--- src/rtl/memory_op_unit_if.sv ---
// rtl/memory_op_unit_if.sv - instruction, result and RAM/sys bus signal bundle for memory_op_unit
interface memory_op_unit_if #(
  parameter int DATA_W = 32,
  parameter int ADDR_W = 32
);
  // upstream instruction handshake
  logic              in_valid;
  logic              in_ready;
  logic [DATA_W-1:0] r1;
  logic [DATA_W-1:0] r2;
  logic [ADDR_W-1:0] a1;
  logic [ADDR_W-1:0] a2;
  logic [3:0]        r1_op;
  logic [3:0]        r2_op;
  logic              proceed;

  // downstream result handshake
  logic              out_valid;
  logic              out_ready;
  logic [DATA_W-1:0] m1;
  logic [DATA_W-1:0] m2;
  logic [1:0]        err;

  // RAM bus
  logic              ram_req;
  logic              ram_we;
  logic [ADDR_W-1:0] ram_addr;
  logic [DATA_W-1:0] ram_wdata;
  logic              ram_ack;
  logic [DATA_W-1:0] ram_rdata;

  // sys bus
  logic              sys_req;
  logic              sys_we;
  logic [ADDR_W-1:0] sys_addr;
  logic [DATA_W-1:0] sys_wdata;
  logic              sys_ack;
  logic [DATA_W-1:0] sys_rdata;

  modport master (
    input  in_valid, r1, r2, a1, a2, r1_op, r2_op, proceed,
    output in_ready,
    output out_valid, m1, m2, err,
    input  out_ready,
    output ram_req, ram_we, ram_addr, ram_wdata,
    input  ram_ack, ram_rdata,
    output sys_req, sys_we, sys_addr, sys_wdata,
    input  sys_ack, sys_rdata
  );

  modport slave (
    output in_valid, r1, r2, a1, a2, r1_op, r2_op, proceed,
    input  in_ready,
    input  out_valid, m1, m2, err,
    output out_ready,
    input  ram_req, ram_we, ram_addr, ram_wdata,
    output ram_ack, ram_rdata,
    input  sys_req, sys_we, sys_addr, sys_wdata,
    output sys_ack, sys_rdata
  );
endinterface

--- src/rtl/memory_op_unit.sv ---
// rtl/memory_op_unit.sv - two-lane memory-operation stage with sequenced RAM/sys accesses and timeout
module memory_op_unit #(
  parameter int DATA_W  = 32,
  parameter int ADDR_W  = 32,
  parameter int TIMEOUT = 16
) (
  input  logic              clk,
  input  logic              rst,
  memory_op_unit_if.master  io
);

  typedef enum logic [1:0] {
    IDLE  = 2'd0,
    LANE1 = 2'd1,
    LANE2 = 2'd2,
    DONE  = 2'd3
  } state_t;

  // Counter wide enough to hold TIMEOUT-1; TIMEOUT=0 never compares.
  localparam int CW = (TIMEOUT > 1) ? $clog2(TIMEOUT + 1) : 1;
  localparam logic [CW-1:0] TO_LAST = (TIMEOUT > 0) ? CW'(TIMEOUT - 1) : '0;

  state_t state;
  state_t state_next;
  logic   alive;

  // latched instruction
  logic [DATA_W-1:0] r1_q;
  logic [DATA_W-1:0] r2_q;
  logic [ADDR_W-1:0] a1_q;
  logic [ADDR_W-1:0] a2_q;
  logic [3:0]        op1_q;
  logic [3:0]        op2_q;

  // results
  logic [DATA_W-1:0] m1_q;
  logic [DATA_W-1:0] m2_q;
  logic [1:0]        err_q;

  logic [CW-1:0]     cnt;

  // last values presented on each bus, held while that bus is idle
  logic              ram_we_q;
  logic [ADDR_W-1:0] ram_addr_q;
  logic [DATA_W-1:0] ram_wdata_q;
  logic              sys_we_q;
  logic [ADDR_W-1:0] sys_addr_q;
  logic [DATA_W-1:0] sys_wdata_q;

  // current-lane decode
  logic              in_lane;
  logic              lane2;
  logic [3:0]        cur_op;
  logic [DATA_W-1:0] cur_self;
  logic [DATA_W-1:0] cur_other;
  logic [DATA_W-1:0] plain_m;
  logic              use_ram;
  logic              use_sys;
  logic              is_store;
  logic [1:0]        sel;
  logic [ADDR_W-1:0] bus_addr;
  logic              ram_act;
  logic              sys_act;
  logic              bus_ack;
  logic              timed_out;
  logic [DATA_W-1:0] lane_m;
  logic              lane_done;
  logic              accept;

  // Decode the active lane's op into a bus choice, address and plain result.
  always_comb begin
    in_lane   = (state == LANE1) || (state == LANE2);
    lane2     = (state == LANE2);
    cur_op    = lane2 ? op2_q : op1_q;
    cur_self  = lane2 ? r2_q : r1_q;
    cur_other = lane2 ? r1_q : r2_q;
    use_ram   = 1'b0;
    use_sys   = 1'b0;
    is_store  = 1'b0;
    sel       = 2'd0;
    plain_m   = '0;
    case (cur_op)
      4'd1:                plain_m = cur_self;
      4'd2, 4'd3, 4'd4: begin
        use_ram = 1'b1;
        sel     = 2'(cur_op - 4'd2);
      end
      4'd5, 4'd6, 4'd7: begin
        use_ram  = 1'b1;
        is_store = 1'b1;
        sel      = 2'(cur_op - 4'd5);
      end
      4'd8, 4'd9, 4'd10: begin
        use_sys = 1'b1;
        sel     = 2'(cur_op - 4'd8);
      end
      4'd11, 4'd12, 4'd13: begin
        use_sys  = 1'b1;
        is_store = 1'b1;
        sel      = 2'(cur_op - 4'd11);
      end
      4'd14:               plain_m = cur_other;
      default:             plain_m = '0;
    endcase
    case (sel)
      2'd0:    bus_addr = a1_q;
      2'd1:    bus_addr = a2_q;
      default: bus_addr = ADDR_W'(cur_other);
    endcase
  end

  // Access completion: ack beats a timeout landing in the same cycle.
  always_comb begin
    ram_act   = in_lane && use_ram;
    sys_act   = in_lane && use_sys;
    bus_ack   = (ram_act && io.ram_ack) || (sys_act && io.sys_ack);
    timed_out = (TIMEOUT != 0) && (ram_act || sys_act) && !bus_ack && (cnt == TO_LAST);
    if (!(ram_act || sys_act))
      lane_m = plain_m;
    else if (is_store)
      lane_m = cur_self;
    else if (bus_ack)
      lane_m = ram_act ? io.ram_rdata : io.sys_rdata;
    else
      lane_m = '0;
  end

  // Next-state logic.
  always_comb begin
    state_next = state;
    accept     = 1'b0;
    lane_done  = 1'b0;
    case (state)
      IDLE: begin
        if (alive && io.in_valid) begin
          accept     = 1'b1;
          state_next = LANE1;
        end
      end
      LANE1, LANE2: begin
        if (!(ram_act || sys_act) || bus_ack || timed_out) begin
          lane_done  = 1'b1;
          state_next = lane2 ? DONE : LANE2;
        end
      end
      DONE: begin
        if (io.out_ready)
          state_next = IDLE;
      end
      default: state_next = IDLE;
    endcase
  end

  // Drive handshake and bus outputs; an idle bus repeats its last address/data.
  always_comb begin
    io.in_ready  = alive && (state == IDLE);
    io.out_valid = (state == DONE);
    io.m1        = m1_q;
    io.m2        = m2_q;
    io.err       = err_q;
    io.ram_req   = ram_act;
    io.ram_we    = ram_act ? is_store : ram_we_q;
    io.ram_addr  = ram_act ? bus_addr : ram_addr_q;
    io.ram_wdata = ram_act ? cur_self : ram_wdata_q;
    io.sys_req   = sys_act;
    io.sys_we    = sys_act ? is_store : sys_we_q;
    io.sys_addr  = sys_act ? bus_addr : sys_addr_q;
    io.sys_wdata = sys_act ? cur_self : sys_wdata_q;
  end

  // State register.
  always_ff @(posedge clk or negedge rst) begin
    if (!rst) state <= IDLE;
    else      state <= state_next;
  end

  // Keeps in_ready low until the first clock after reset release.
  always_ff @(posedge clk or negedge rst) begin
    if (!rst) alive <= 1'b0;
    else      alive <= 1'b1;
  end

  // Capture the instruction on accept; proceed=0 turns both ops into no-ops.
  always_ff @(posedge clk or negedge rst) begin
    if (!rst) begin
      r1_q  <= '0;
      r2_q  <= '0;
      a1_q  <= '0;
      a2_q  <= '0;
      op1_q <= '0;
      op2_q <= '0;
    end else if (accept) begin
      r1_q  <= io.r1;
      r2_q  <= io.r2;
      a1_q  <= io.a1;
      a2_q  <= io.a2;
      op1_q <= io.proceed ? io.r1_op : 4'd0;
      op2_q <= io.proceed ? io.r2_op : 4'd0;
    end
  end

  // Record each lane's result and timeout flag; flags clear on the output handshake.
  always_ff @(posedge clk or negedge rst) begin
    if (!rst) begin
      m1_q  <= '0;
      m2_q  <= '0;
      err_q <= '0;
    end else if (lane_done) begin
      if (lane2) begin
        m2_q     <= lane_m;
        err_q[1] <= timed_out;
      end else begin
        m1_q     <= lane_m;
        err_q[0] <= timed_out;
      end
    end else if ((state == DONE) && io.out_ready) begin
      err_q <= '0;
    end
  end

  // Count request cycles that went unacknowledged in the current lane.
  always_ff @(posedge clk or negedge rst) begin
    if (!rst)                        cnt <= '0;
    else if (!in_lane || lane_done)  cnt <= '0;
    else if (ram_act || sys_act)     cnt <= cnt + 1'b1;
  end

  // Remember what each bus last carried.
  always_ff @(posedge clk or negedge rst) begin
    if (!rst) begin
      ram_we_q    <= 1'b0;
      ram_addr_q  <= '0;
      ram_wdata_q <= '0;
      sys_we_q    <= 1'b0;
      sys_addr_q  <= '0;
      sys_wdata_q <= '0;
    end else begin
      if (ram_act) begin
        ram_we_q    <= is_store;
        ram_addr_q  <= bus_addr;
        ram_wdata_q <= cur_self;
      end
      if (sys_act) begin
        sys_we_q    <= is_store;
        sys_addr_q  <= bus_addr;
        sys_wdata_q <= cur_self;
      end
    end
  end

endmodule

--- src/flat_wrapper.sv ---
// flat-port wrapper written by rule: the top's interface ports become plain ports
module memory_op_unit_flat 
#(
  parameter int DATA_W  = 32,
  parameter int ADDR_W  = 32,
  parameter int TIMEOUT = 16
)
  (clk, rst, io_in_valid, io_r1, io_r2, io_a1, io_a2, io_r1_op, io_r2_op, io_proceed, io_in_ready, io_out_valid, io_m1, io_m2, io_err, io_out_ready, io_ram_req, io_ram_we, io_ram_addr, io_ram_wdata, io_ram_ack, io_ram_rdata, io_sys_req, io_sys_we, io_sys_addr, io_sys_wdata, io_sys_ack, io_sys_rdata);
  memory_op_unit_if #(.DATA_W(DATA_W), .ADDR_W(ADDR_W)) io_i ();
  input  logic clk;
  input  logic rst;
  input wire logic [$bits(io_i.in_valid)-1:0] io_in_valid;
  input wire logic [$bits(io_i.r1)-1:0] io_r1;
  input wire logic [$bits(io_i.r2)-1:0] io_r2;
  input wire logic [$bits(io_i.a1)-1:0] io_a1;
  input wire logic [$bits(io_i.a2)-1:0] io_a2;
  input wire logic [$bits(io_i.r1_op)-1:0] io_r1_op;
  input wire logic [$bits(io_i.r2_op)-1:0] io_r2_op;
  input wire logic [$bits(io_i.proceed)-1:0] io_proceed;
  output wire logic [$bits(io_i.in_ready)-1:0] io_in_ready;
  output wire logic [$bits(io_i.out_valid)-1:0] io_out_valid;
  output wire logic [$bits(io_i.m1)-1:0] io_m1;
  output wire logic [$bits(io_i.m2)-1:0] io_m2;
  output wire logic [$bits(io_i.err)-1:0] io_err;
  input wire logic [$bits(io_i.out_ready)-1:0] io_out_ready;
  output wire logic [$bits(io_i.ram_req)-1:0] io_ram_req;
  output wire logic [$bits(io_i.ram_we)-1:0] io_ram_we;
  output wire logic [$bits(io_i.ram_addr)-1:0] io_ram_addr;
  output wire logic [$bits(io_i.ram_wdata)-1:0] io_ram_wdata;
  input wire logic [$bits(io_i.ram_ack)-1:0] io_ram_ack;
  input wire logic [$bits(io_i.ram_rdata)-1:0] io_ram_rdata;
  output wire logic [$bits(io_i.sys_req)-1:0] io_sys_req;
  output wire logic [$bits(io_i.sys_we)-1:0] io_sys_we;
  output wire logic [$bits(io_i.sys_addr)-1:0] io_sys_addr;
  output wire logic [$bits(io_i.sys_wdata)-1:0] io_sys_wdata;
  input wire logic [$bits(io_i.sys_ack)-1:0] io_sys_ack;
  input wire logic [$bits(io_i.sys_rdata)-1:0] io_sys_rdata;
  assign io_i.in_valid = io_in_valid;
  assign io_i.r1 = io_r1;
  assign io_i.r2 = io_r2;
  assign io_i.a1 = io_a1;
  assign io_i.a2 = io_a2;
  assign io_i.r1_op = io_r1_op;
  assign io_i.r2_op = io_r2_op;
  assign io_i.proceed = io_proceed;
  assign io_in_ready = io_i.in_ready;
  assign io_out_valid = io_i.out_valid;
  assign io_m1 = io_i.m1;
  assign io_m2 = io_i.m2;
  assign io_err = io_i.err;
  assign io_i.out_ready = io_out_ready;
  assign io_ram_req = io_i.ram_req;
  assign io_ram_we = io_i.ram_we;
  assign io_ram_addr = io_i.ram_addr;
  assign io_ram_wdata = io_i.ram_wdata;
  assign io_i.ram_ack = io_ram_ack;
  assign io_i.ram_rdata = io_ram_rdata;
  assign io_sys_req = io_i.sys_req;
  assign io_sys_we = io_i.sys_we;
  assign io_sys_addr = io_i.sys_addr;
  assign io_sys_wdata = io_i.sys_wdata;
  assign io_i.sys_ack = io_sys_ack;
  assign io_i.sys_rdata = io_sys_rdata;
  memory_op_unit #(.DATA_W(DATA_W), .ADDR_W(ADDR_W), .TIMEOUT(TIMEOUT)) u_core (.clk(clk), .rst(rst), .io(io_i));
endmodule
--- config.mk ---
export PLATFORM = sky130hd
export DESIGN_NAME = memory_op_unit_flat
export DESIGN_NICKNAME = d
export VERILOG_FILES = /design/src/rtl/memory_op_unit_if.sv /design/src/rtl/memory_op_unit.sv /design/src/flat_wrapper.sv
export SDC_FILE = /design/constraint.sdc
export NUM_CORES = 1
export LEC_CHECK = 0
export CORE_ASPECT_RATIO = 1.1
export CORE_MARGIN = 1.5
export CORE_UTILIZATION = 49
export CTS_CLUSTER_DIAMETER = 200
export DETAILED_ROUTE_END_ITERATION = 8
export PLACE_DENSITY = 0.83
export REMOVE_ABC_BUFFERS = 1
export SYNTH_ARGS = -nofsm -noshare
export SYNTH_HDL_FRONTEND = slang
export SYNTH_SLANG_ARGS = --single-unit
--- constraint.sdc ---
create_clock -name clk -period 2.7 [get_ports clk]
set_input_delay 0.27 -clock clk [delete_from_list [all_inputs] [get_ports clk]]
set_output_delay 0.27 -clock clk [all_outputs]
set_load 0.01 [all_outputs]
* Word-level counts from Yosys, hierarchy flattened *
Cells that the tools add are included.

word-level totals
  flip-flop bits (word level) = 340
  bits of input ports = 207
  output and inout port bits = 200
  word-level logic and storage cells = 120

cells by class
  add/sub/neg operators = 5
  eq/ne operators = 24
  multiplexer cells = 36
  bitwise gates (word level) = 1
  reduce and logical (&&, ||, !) cells = 35

operator list
  cell                   count
  $mux W32               10
  $pmux W32 S2           2
  $eq A4 B4 Y1 const B   7
  $reduce_or A6 Y1       3
  $eq A4 B3 Y1 const B   4
  $mux W1                12
  $mux W4                3
  $reduce_or A3 Y1       4
  $mux W2                5
  $mux W5                2
  $logic_and A1 B1 Y1    9
  $eq A4 B2 Y1 const B   2
  $ne A2 B1 Y1 const B   4
  $pmux W2 S4            1
  $reduce_and A2 Y1      4
  $logic_or A1 B1 Y1     6
  $pmux W2 S3            1
  $add A5 B1 Y5 const B  1
  $eq A5 B4 Y1 const B   1
  $eq A2 B1 Y1 const B   2
  $eq A2 B2 Y1 const B   2
  $eq A4 B1 Y1 const B   1
  $logic_not A2 Y1       2
  $reduce_bool A2 Y1     2
  other kinds (7)        11

* Depth between registers and ports, before layout *
Gate-level depths: netlist (run 1).

  depth after elaboration = 16
  mapped depth = 11
  mapped depth without buffers = 8

* Worst setup path after synthesis (run 1) *
No wires, ideal clock.

  path type = flip-flop to output port
  start = register u_core.state[0]
  end = output io_ram_addr[30]
  data arrival time = 2328 ps
  data required time = 2430 ps
  path slack = 102 ps
  stages on the path, launching flop included = 10
  buffers on the path = 2
  path through = dfrtp_1 > inv_1 > ha_1 > buf_6 > buf_6 > mux2i_4 > mux2i_1 > o221ai_1 > mux2_2 > a31oi_1

between the ends
  word-level cells in the longest chain between the ends = 8
  elaborated cells between the ends (all ways) = 33
  those cells by class = 4 x add/sub; 15 x eq/ne; 6 x mux; 8 x reduce/logical

RTL lines
  element                                                  line                                        text
  start: declaration                                       memory_op_unit.sv:23                        state_t state;
  start signal: assignment                                 memory_op_unit.sv:174                       else state <= state_next;
  $eq A2 B2 Y1                                             memory_op_unit.sv:72, memory_op_unit.sv:73
  $mux W4                                                  memory_op_unit.sv:74                        cur_op = lane2 ? op2_q : op1_q;
  $eq A4 B4 Y1, or another cell as far along               memory_op_unit.sv:82                        case (cur_op)
  $reduce_or A3 Y1 (on tied branches)                      -
  $pmux W2 S4                                              memory_op_unit.sv:82
  $eq A2 B1 Y1 / $logic_not A2 Y1 (equally long branches)  memory_op_unit.sv:105                       case (sel)
  $pmux W32 S2                                             memory_op_unit.sv:105
  $mux W32 *                                               -
  end: declaration                                         flat_wrapper.sv:28                          output wire logic [$bits(io_i.ram_addr)-1:0] io_ram_addr;

Mark *: on every way between the ends. The rest lies on a longest branch, timed or not.

* Worst setup path in the final report (run 1) *
  start = register u_core.state[0]
  end = output io_ram_addr[15]

The elaborated chain is that of the path after synthesis.

==> results of run 1 <==
-- flip-flops by register name, summed over array words and instances (netlist names), 2 cells and up --
register,flops
u_core.r2_q,32
u_core.r1_q,32
u_core.ram_wdata_q,32
u_core.op2_q,4
u_core.a1_q,32
u_core.a2_q,32
u_core.cnt,5
u_core.state,2
u_core.io.m1,32
u_core.io.err,2
u_core.sys_addr_q,32
u_core.op1_q,4
u_core.sys_wdata_q,32
u_core.io.m2,32
u_core.ram_addr_q,32
-- final cells by class --
class / count / area, um2
multi-input cells: 912 / 8410
clock inverters: 5 / 50.0
fillers: 1495 / 5240
clock buffers: 53 / 1070
flip-flops and latches: 340 / 8510
well taps: 420 / 526
diodes: 6 / 15.0
inverters: 8 / 56.3
repair buffers: 717 / 7440
-- layout by cell type (no fill, tap or decap), types with 4 or more instances in the layout --
master | netlist | routed
clkdlybuf4s50_1 | 0 | 273
a21oi_2 | 0 | 21
o21ai_2 | 2 | 12
buf_12 | 0 | 55
inv_1 | 8 | 6
a21oi_4 | 0 | 13
ha_1 | 5 | 4
o21ai_4 | 0 | 26
a31oi_1 | 64 | 17
clkbuf_8 | 0 | 8
nor2_4 | 0 | 24
mux2i_1 | 34 | 29
nand2_1 | 122 | 97
buf_2 | 30 | 79
nand2_2 | 0 | 18
a31oi_4 | 0 | 17
a22oi_2 | 0 | 63
diode_2 | 0 | 6
clkbuf_1 | 51 | 8
clkbuf_16 | 0 | 42
buf_6 | 8 | 114
a21oi_1 | 39 | 5
o21ai_0 | 79 | 22
buf_4 | 8 | 164
mux2i_2 | 1 | 5
a31oi_2 | 0 | 30
buf_16 | 0 | 14
dfrtp_1 | 340 | 340
a41oi_2 | 49 | 61
mux2_2 | 165 | 162
nand2_4 | 0 | 7
nor2_2 | 0 | 26
nor2_1 | 171 | 121
buf_8 | 0 | 12
o21ai_1 | 57 | 78
mux2i_4 | 3 | 4
clkinv_2 | 0 | 4
-- worst reg2reg max path, stage by stage (launching register included) --
cell	delay [ns]
dfrtp_1	0.37
inv_2	0.07
ha_4	0.18
buf_6	0.14
buf_6	0.11
or3_4	0.37
nand4_1	0.18
buf_6	0.16
buf_12	0.16
buf_6	0.12
buf_12	0.12
buf_8	0.13
a21oi_4	0.05
buf_6	0.13
buf_12	0.14
a22oi_2	0.51
a41oi_2	0.19
-- path summary, 6_finish.rpt --
check | startpoint | slack [ns] | endpoint | depth (start not counted)
max | u_core.state[0]$_DFFE_PN0P_ | -0.72 | io_ram_addr[15] | 13
min | rst | 0.32 | u_core.ram_addr_q[9]$_DFF_PN0_ | 2
max reg2reg | u_core.state[0]$_DFFE_PN0P_ | -0.56 | u_core.io.m1[21]$_DFFE_PN0P_ | 16
min reg2reg | u_core.cnt[0]$_DFFE_PN0P_ | 0.48 | u_core.cnt[0]$_DFFE_PN0P_ | 1
max in group asynchronous | rst | 1.56 | u_core.ram_wdata_q[5]$_DFF_PN0_ | 3
min in group clk | io_r1_op[3] | 0.34 | u_core.op1_q[3]$_DFFE_PN0P_ | 3
-- layer usage --
| metal | vias to the layer above | track usage [%] | routed length (um) |
|---|---|---|---|
| met3 | 539 | 10.9 | 7150 |
| met4 | 2 | 30.9 | 7810 |
| met1 | 8060 | 43.0 | 24600 |
| met5 | - | 0 | 38 |
| li1 | 6261 | - | - |
| met2 | 1422 | 68.1 | 35800 |
-- power groups by stage --
stage / Clock [mW] / Combinational (mW) / Sequential [mW]
3_5_place_dp: 0 / 19.8 / 9.35
2_1_floorplan: 0 / 9.03 / 9.11
4_1_cts: 4.83 / 25.5 / 9.45
5_1_grt: 5.11 / 31.6 / 10.1
6_report: 4.93 / 30.8 / 10.0
3_3_place_gp: 0 / 19.3 / 9.19
-- logic make-up after synthesis --
logic type / count (synthesis) / share of synthesized area (%)
AOI/OAI and AO/OA: 382 / 18.3
xor gates and xnor gates: 4 / 0.225
adders and majority gates: 5 / 0.402
buffers and inverters: 111 / 3.52
DFF: 340 / 54.7
muxes: 203 / 14.7
other: 1 / 0.0241
and+or+nand+nor: 317 / 8.19
-- what timing repair did --
action / in CTS / in global routing
pin swaps: 134 / 97
cloned: 22 / 5
setup buffers: 118 / 69
hold buffers: 1 / 0
endpoints found under the setup margin: 197 / 202
resized for setup: 955 / 249
endpoints found under the hold margin: 60 / 0
==> flow_summary.yaml, run 1 <==
run_status:
  status: "complete, but fails checks"
  violations: "negative setup slack"
sta:
  max_slew_margin_pct: 54.7
  finalSetupViolCount: 202
  rsz0062_at_grt: "yes"
  worstMarginPinSlew_ns: 0.677
  fin_ws_ns: -0.719
  setup_tns_ns: -92.19
  whs_ns: 0.316
  period_share_pct: 127
  hold_violations: 0
  finClkSkew_ns: 0.0122
  period_needed_ns: 3.42
  slew_viol_final: 0
  max_freq_mhz: 292
synthesis:
  async_flop_share_pct: 100
  ys_types: 52
  synth_area_leaders: "dfrtp_1 (55%), mux2_2 (12%), a41oi_2 (5.1%)"
  seq_area_frac_synth_pct: 54.7
  syn_area_um2: 15600
  synth_top_area_cell: "dfrtp_1"
  synth-seq-cells: 340
  synth_top_area_share_pct: 54.7
  synth_ff_type: "dfrtp_1"
  syn_avg_cell_area_um2: 11.4
  synth_edf_count: 0
  ys_top_cells_by_count: "dfrtp_1 (340), nor2_1 (171), mux2_2 (165)"
  synth_warnings: 0
  syn_inst: 1363
  post-synth-top-count-cell: "dfrtp_1"
detailed_routing:
  wl_per_cell_um: 30.6
  drtIter0Drc: 1619
  drcViolationCount: 0
  routed_wl_mm: 75.4
  vias: 16300
  first_pass_iters: 6
  ant_nets: 0
  vias_per_cell: 6.62
pwr:
  p_sw_share_pct: 44.9
  p_total_mw: 45.8
  share_seq_of_total_power_pct: 21.9
  p_switching_mw: 20.5
  p_int_mw: 25.2
  comb_power_share_pct: 67.4
  p_per_area_nw_per_um2: 1760
  ir_drop_uv: 1130
  p_leak_nw: 10.5
  p_clk_share_pct: 10.8
critical_path:
  critical-path-top-delay-family: "buffers and inverters"
  critPathSlowestCell: "dfrtp_1"
  cp-end-kind: "output port"
  crit_path_start_kind: "register"
  crit_type: "reg2out"
  worst_ep_arrival_time_ns: 3.15
  cp.required_ns: 2.43
  critPathMaxStageDelay_ns: 0.39
  crit_buf_inv: 7
  critPathMaxFanout: 7
  crit_chain: "inv_2, ha_4, buf_6, mux2i_4, buf_4, buf_4, nand2_1, o32ai_4, buf_12, buf_6, o21ai_0, a31oi_1, buf_2"
floorplan:
  initial_core_util_pct: 49.7
  die_h_um: 190
  core_area_um2: 31300
  io_pins: 407
  rows: 68
  die_w_um: 173
  die_area_um2: 32800
min_path:
  holdCritPathClass: "in2async"
cells_and_area:
  areaGrowthSynthToFinish_pct: 67.6
  final_cell_count_no_fill: 2461
  finalInstanceArea_um2: 26100
  drive_gt1_share_pct: 49.3
  post-route-util_pct: 83.3
  fin_nets: 2227
clock_tree:
  root_buffer: "clkbuf_16"
  clk_latency_ns: 0.52
  numCtsBuffers: 36
  clock-sinks: 340
  cts_tree: "done"
  cts_max_level: 2
  clkTransAtPathRegs_ns: 0.07
  clockBufferDepth: 3
place:
  placed_cells: 2205
  placedInstanceArea_um2: 21000
  port_buffers: 406
  gp_congestion: 0.911
  dpl_worst_slack_ns: -0.545
  dp_hpwl_mm: 36.4
flow_run:
  maxCapViolCount: 0
global_route:
  gr-usage-all-layers_pct: 40.2
  gr-total-overflow: 0
  antenna_found_initial: 5
  grt_max_degree: 69
  grt_pass1_vias: 16700
  grt_first_pass_wirelength_mm: 100
Note: power is estimated with default switching activity, not from simulation.
==> inputs of run 2 (changes only) <==
--- a/config.mk
+++ b/config.mk
@@ -7,10 +7,11 @@
 export LEC_CHECK = 0
 export CORE_ASPECT_RATIO = 1.1
 export CORE_MARGIN = 1.5
-export CORE_UTILIZATION = 49
+export CORE_UTILIZATION = 41
+export CTS_BUF_LIST = sky130_fd_sc_hd__clkbuf_8 sky130_fd_sc_hd__clkbuf_16
 export CTS_CLUSTER_DIAMETER = 200
 export DETAILED_ROUTE_END_ITERATION = 8
-export PLACE_DENSITY = 0.83
+export PLACE_DENSITY = 0.72
 export REMOVE_ABC_BUFFERS = 1
 export SYNTH_ARGS = -nofsm -noshare
 export SYNTH_HDL_FRONTEND = slang
==> flow_summary.yaml, run 2 (synthesis gave the netlist of run 1 again) <==
clock_tree:
  clock-sinks: 340
  clkTransAtPathRegs_ns: 0.07
  root_buffer: "clkbuf_16"
  clockBufferDepth: 3
  clk_latency_ns: 0.55
  cts_tree: "done"
  numCtsBuffers: 37
  cts_max_level: 2
sta:
  rsz0062_at_grt: "yes"
  worstMarginPinSlew_ns: 0.724
  period_share_pct: 125
  hold_violations: 0
  finClkSkew_ns: 0.0322
  max_slew_margin_pct: 51.7
  period_needed_ns: 3.37
  slew_viol_final: 0
  finalSetupViolCount: 200
  fin_ws_ns: -0.665
  max_freq_mhz: 297
cells_and_area:
  post-route-util_pct: 72.4
  final_cell_count_no_fill: 2553
  fin_nets: 2238
  multi_input_area_um2: 8810
  fillers: 2299
  final_common_cell: "dfrtp_1"
  mostFrequentLayoutCells: "dfrtp_1 (340), clkdlybuf4s50_1 (273), mux2_2 (161)"
  drive_gt1_share_pct: 51.3
  register_area_um2: 8510
  areaGrowthSynthToFinish_pct: 73.3
  finalInstanceArea_um2: 27000
detailed_routing:
  wl_per_cell_um: 27.6
  vias_per_cell: 5.98
  drtIter0Drc: 1265
  drcViolationCount: 0
  routed_wl_mm: 70.5
  ant_nets: 0
  vias: 15300
  first_pass_iters: 7
place:
  placedInstanceArea_um2: 21300
  port_buffers: 406
  placed_cells: 2294
  gp_congestion: 0.840
  dp_hpwl_mm: 37.6
critical_path:
  crit_path_start_kind: "register"
  worst_ep_arrival_time_ns: 3.10
  crit_top_cell: "buf_6"
  crit_type: "reg2out"
  cp-end-kind: "output port"
  critPathMaxStageDelay_ns: 0.41
  cp.required_ns: 2.43
  critPathMaxFanout: 7
  crit_chain: "inv_2, ha_4, buf_6, mux2i_4, buf_6, xnor2_4, nor2_4, buf_12, buf_12, a22oi_2, buf_6, a31oi_4, buf_6"
  critPathSlowestCell: "dfrtp_1"
global_route:
  antenna_found_initial: 2
  gr-usage-all-layers_pct: 30.5
  grt_pass1_vias: 15200
  gr-total-overflow: 0
  grt_first_pass_wirelength_mm: 91.2
  grt_max_degree: 75
pwr:
  ir_drop_uv: 958
  p_leak_nw: 10.8
  p_per_area_nw_per_um2: 1740
  p_total_mw: 46.9
floorplan:
  io_pins: 407
  die_area_um2: 39100
  die_h_um: 207
  die_w_um: 189
  rows: 74
  core_area_um2: 37200
  initial_core_util_pct: 41.8
min_path:
  holdCritPathClass: "in2async"
run_status:
  status: "complete, but fails checks"
  violations: "negative setup slack"
flow_run:
  maxCapViolCount: 0
-- run 2: cell types whose count changed in the layout (fill, tap and decap cells not counted), moves of 13 or more --
cell / before / now
buf_6: 114 / 135
o21ai_1: 78 / 63
a31oi_4: 17 / 48
o21ai_2: 12 / 39
buf_2: 79 / 62
a31oi_1: 17 / 4
a31oi_2: 30 / 12
-- run 2: final timing paths --
check	from	end	slack, ns	cells after the start
max in group asynchronous	rst	u_core.a2_q[31]$_DFFE_PN0P_	1.48	3
min reg2reg	u_core.cnt[0]$_DFFE_PN0P_	u_core.cnt[0]$_DFFE_PN0P_	0.46	1
max	u_core.state[0]$_DFFE_PN0P_	io_sys_addr[20]	-0.67	13
min in group clk	io_r1_op[1]	u_core.op1_q[1]$_DFFE_PN0P_	0.33	3
min	rst	u_core.sys_addr_q[28]$_DFF_PN0_	0.31	2
max reg2reg	u_core.state[0]$_DFFE_PN0P_	u_core.io.m2[20]$_DFFE_PN0P_	-0.43	16
-- run 2: routing by layer --
layer  track usage [%]  vias to the layer above  routed length, um
met2              51.8                      944              34700
met4              16.3                        0               4860
li1                  -                     6315                  -
met1              37.3                     7730              25600
met5                 0                        -                  0
met3              4.95                      288               5290
-- run 2: what timing repair did --
item / 4_1_cts / 5_1_grt
gates cloned: 13 / 16
hold buffers: 1 / 0
hold endpoints to repair: 67 / 0
resized for setup: 868 / 384
pin swaps: 84 / 121
setup buffers: 91 / 97
setup endpoints to repair: 196 / 201
-- run 2: stage by stage --
step	TNS, ns	setup slack [ns]	hold WS [ns]
finish	-86.99	-0.665	0.312
global placement	-56.69	-0.467	0.313
floorplan	-2233.82	-9.44	-0.0256
global route	-96.53	-0.716	0.318
CTS	-68.83	-0.522	0.307
detailed placement	-73.77	-0.586	0.312
-- run 2: cell type report --
class	instances	share of cell area, %
flip-flops and latches	340	31.6
multi-input cells	912	32.7
clock buffers	45	3.93
well taps	494	2.29
inverters	8	0.130
repair buffers	727	28.9
diodes	5	0.0464
clock inverters	22	0.483
-- run 2: where the power goes --
part	leakage [nW]	switching, mW	internal [mW]
registers	4.05	2.12	7.73
clock network	0.629	2.18	2.88
logic	6.07	16.2	15.8
-- run 2: worst max-delay path, delay by kind of cell, from the launching register on --
family / cells / cell delay, ns
buffers and inverters: 7 / 1.01
flip-flops: 1 / 0.41
multiplexers: 1 / 0.32
AO/OA/AOI/OAI: 2 / 0.29
adder cells (fa/ha/maj): 1 / 0.24
AND/OR/NAND/NOR: 1 / 0.18
XOR/XNOR: 1 / 0.08
==> inputs of run 3 (changes only) <==
==> constraint.sdc (replaced) <==
create_clock -name clk -period 3.9 [get_ports clk]
set_input_delay 0.39 -clock clk [delete_from_list [all_inputs] [get_ports clk]]
set_output_delay 0.39 -clock clk [all_outputs]
set_load 0.01 [all_outputs]
==> flow_summary.yaml, run 3 (synthesis gave the netlist of run 1 again) <==
sta:
  finalSetupViolCount: 0
  period_needed_ns: 3.86
  worstMarginPinSlew_ns: 1.09
  slew_viol_final: 0
  max_slew_margin_pct: 27.4
  fin_ws_ns: 0.0391
  finClkSkew_ns: 0.0283
  period_share_pct: 99.0
  hold_violations: 0
  rsz0062_at_grt: "yes"
  max_freq_mhz: 259
place:
  gp_congestion: 0.867
  dpl_worst_slack_ns: 0.380
  port_buffers: 406
  placedInstanceArea_um2: 20200
  dp_hpwl_mm: 35.0
clock_tree:
  clk_latency_ns: 0.55
  cts_max_level: 2
  cts_tree: "done"
  clkTransAtPathRegs_ns: 0.05
  root_buffer: "clkbuf_16"
  numCtsBuffers: 38
  clockBufferDepth: 3
  clock-sinks: 340
global_route:
  antenna_found_initial: 1
  gr-total-overflow: 0
  grt-busiest-layer: "met2"
  gr-usage-all-layers_pct: 26.1
  globalRouteMet1Util_pct: 31.8
  grt_pass1_vias: 13300
  grtUsageMet3_pct: 5.98
  use_met2_pct: 44.5
  grt_max_degree: 107
  grt_first_pass_wirelength_mm: 79.0
floorplan:
  io_pins: 407
  die_h_um: 207
  die_w_um: 189
  rows: 74
  die_area_um2: 39100
  initial_core_util_pct: 41.8
  core_area_um2: 37200
detailed_routing:
  vias: 13100
  ant_nets: 0
  first_pass_iters: 5
  routed_wl_mm: 53.7
  vias_per_cell: 5.72
  wl_per_cell_um: 23.4
  drtIter0Drc: 760
  drcViolationCount: 0
cells_and_area:
  antenna_cells: 0
  areaGrowthSynthToFinish_pct: 42.8
  mostFrequentLayoutCells: "dfrtp_1 (340), clkdlybuf4s50_1 (325), nor2_1 (169)"
  finalInstanceArea_um2: 22200
  final_common_cell: "dfrtp_1"
  fin_nets: 1986
  drive_gt1_share_pct: 22.2
  fillers: 3020
critical_path:
  crit_type: "reg2out"
  crit_path_start_kind: "register"
  cp-end-kind: "output port"
  crit_buf_inv: 4
  worst_ep_arrival_time_ns: 3.47
  critPathMaxStageDelay_ns: 0.58
  critical-path-top-delay-family: "buffers and inverters"
  critPathMaxFanout: 15
  crit_chain: "inv_1, ha_4, clkbuf_4, mux2_4, nand2_1, and4_2, buf_6, o21ai_1, a31oi_2, clkdlybuf4s50_1"
  cp.required_ns: 3.51
  critPathSlowestCell: "clkdlybuf4s50_1"
pwr:
  ir_drop_uv: 732
  p_total_mw: 23.6
  p_leak_nw: 9.21
  p_per_area_nw_per_um2: 1060
run_status:
  status: "complete, no violations"
flow_run:
  maxCapViolCount: 0
min_path:
  holdCritPathClass: "in2reg"
==> run 3: changes by cell type in the layout (fill, tap and decap cells not counted), moves of 42 or more <==
cell             previous run  this run
o21ai_0                    17        68
buf_6                     135         5
a31oi_1                     4        51
dlymetal6s2s_1              0        75
a31oi_4                    48         0
buf_12                     58         9
buf_2                      62         0
a22oi_2                    63        21
clkdlybuf4s50_1           273       325
nor2_1                    124       169
a22oi_1                     0        42
buf_4                     157        44
==> run 3: worst paths after layout <==
| path | endpoint | depth (start not counted) | start | slack (ns) |
|---|---|---|---|---|
| setup / recovery | io_sys_addr[13] | 10 | u_core.state[0]$_DFFE_PN0P_ | 0.04 |
| hold / removal | u_core.op2_q[1]$_DFFE_PN0P_ | 3 | io_r2_op[1] | 0.44 |
| setup reg to reg | u_core.io.m2[19]$_DFFE_PN0P_ | 9 | u_core.state[0]$_DFFE_PN0P_ | 0.61 |
| hold reg to reg | u_core.cnt[0]$_DFFE_PN0P_ | 1 | u_core.cnt[0]$_DFFE_PN0P_ | 0.46 |
| max in group asynchronous | u_core.ram_wdata_q[26]$_DFF_PN0_ | 3 | rst | 2.31 |
| min in group asynchronous | u_core.ram_addr_q[14]$_DFF_PN0_ | 2 | rst | 0.51 |
==> run 3: final cells by class <==
class                           instances  area, um2  area share [%]
Multi-Input combinational cell        912       6870            30.9
Clock buffer                           39        965            4.34
Clock inverter                         26        186           0.840
Inverter                                8       30.0           0.135
Sequential cell                       340       8510            38.3
Timing Repair Buffer                  474       5030            22.7
Tap cell                              494        618            2.78
==> run 3: repair_timing <==
item                                    CTS  global route
hold buffers                              1             0
endpoints found under the setup margin   68           109
pin swaps                                 6            33
hold endpoints to repair                100             0
gates cloned                              1             5
resized for setup                        24           123
buffers inserted                         10            13
==> run 3: worst reg2reg max path: cells and delay by family (launching register included) <==
kind | cells | cell delay, ns
buffers and inverters | 4 | 1.10
AO/OA/AOI/OAI | 2 | 1.05
flip-flops | 1 | 0.37
AND/OR/NAND/NOR | 2 | 0.47
adder cells (fa/ha/maj) | 1 | 0.22
==> run 3: where the power goes <==
group | leakage [nW] | internal [mW] | switching [mW]
clock network | 0.614 | 1.92 | 1.45
logic | 4.54 | 6.35 | 7.41
registers | 4.05 | 5.35 | 1.16
==> run 3: per-layer routing <==
layer | vias up | wire length (um)
met2 | 578 | 26800
met4 | 0 | 2070
met5 | - | 0
li1 | 5773 | -
met1 | 6652 | 20700
met3 | 121 | 4190
==> run 3: through the flow <==
stage	setup TNS [ns]	cells	utilization (%)	hold slack (ns)
after floorplan	-1684.46	1260	-	0.0944
after detailed placement	0	2198	54.4	0.454
after global routing	-0.191	2293	59.7	0.434
after global placement	0	2198	54.4	0.444
after CTS	-0.0344	2275	58.0	0.417
final	0	2293	59.7	0.440
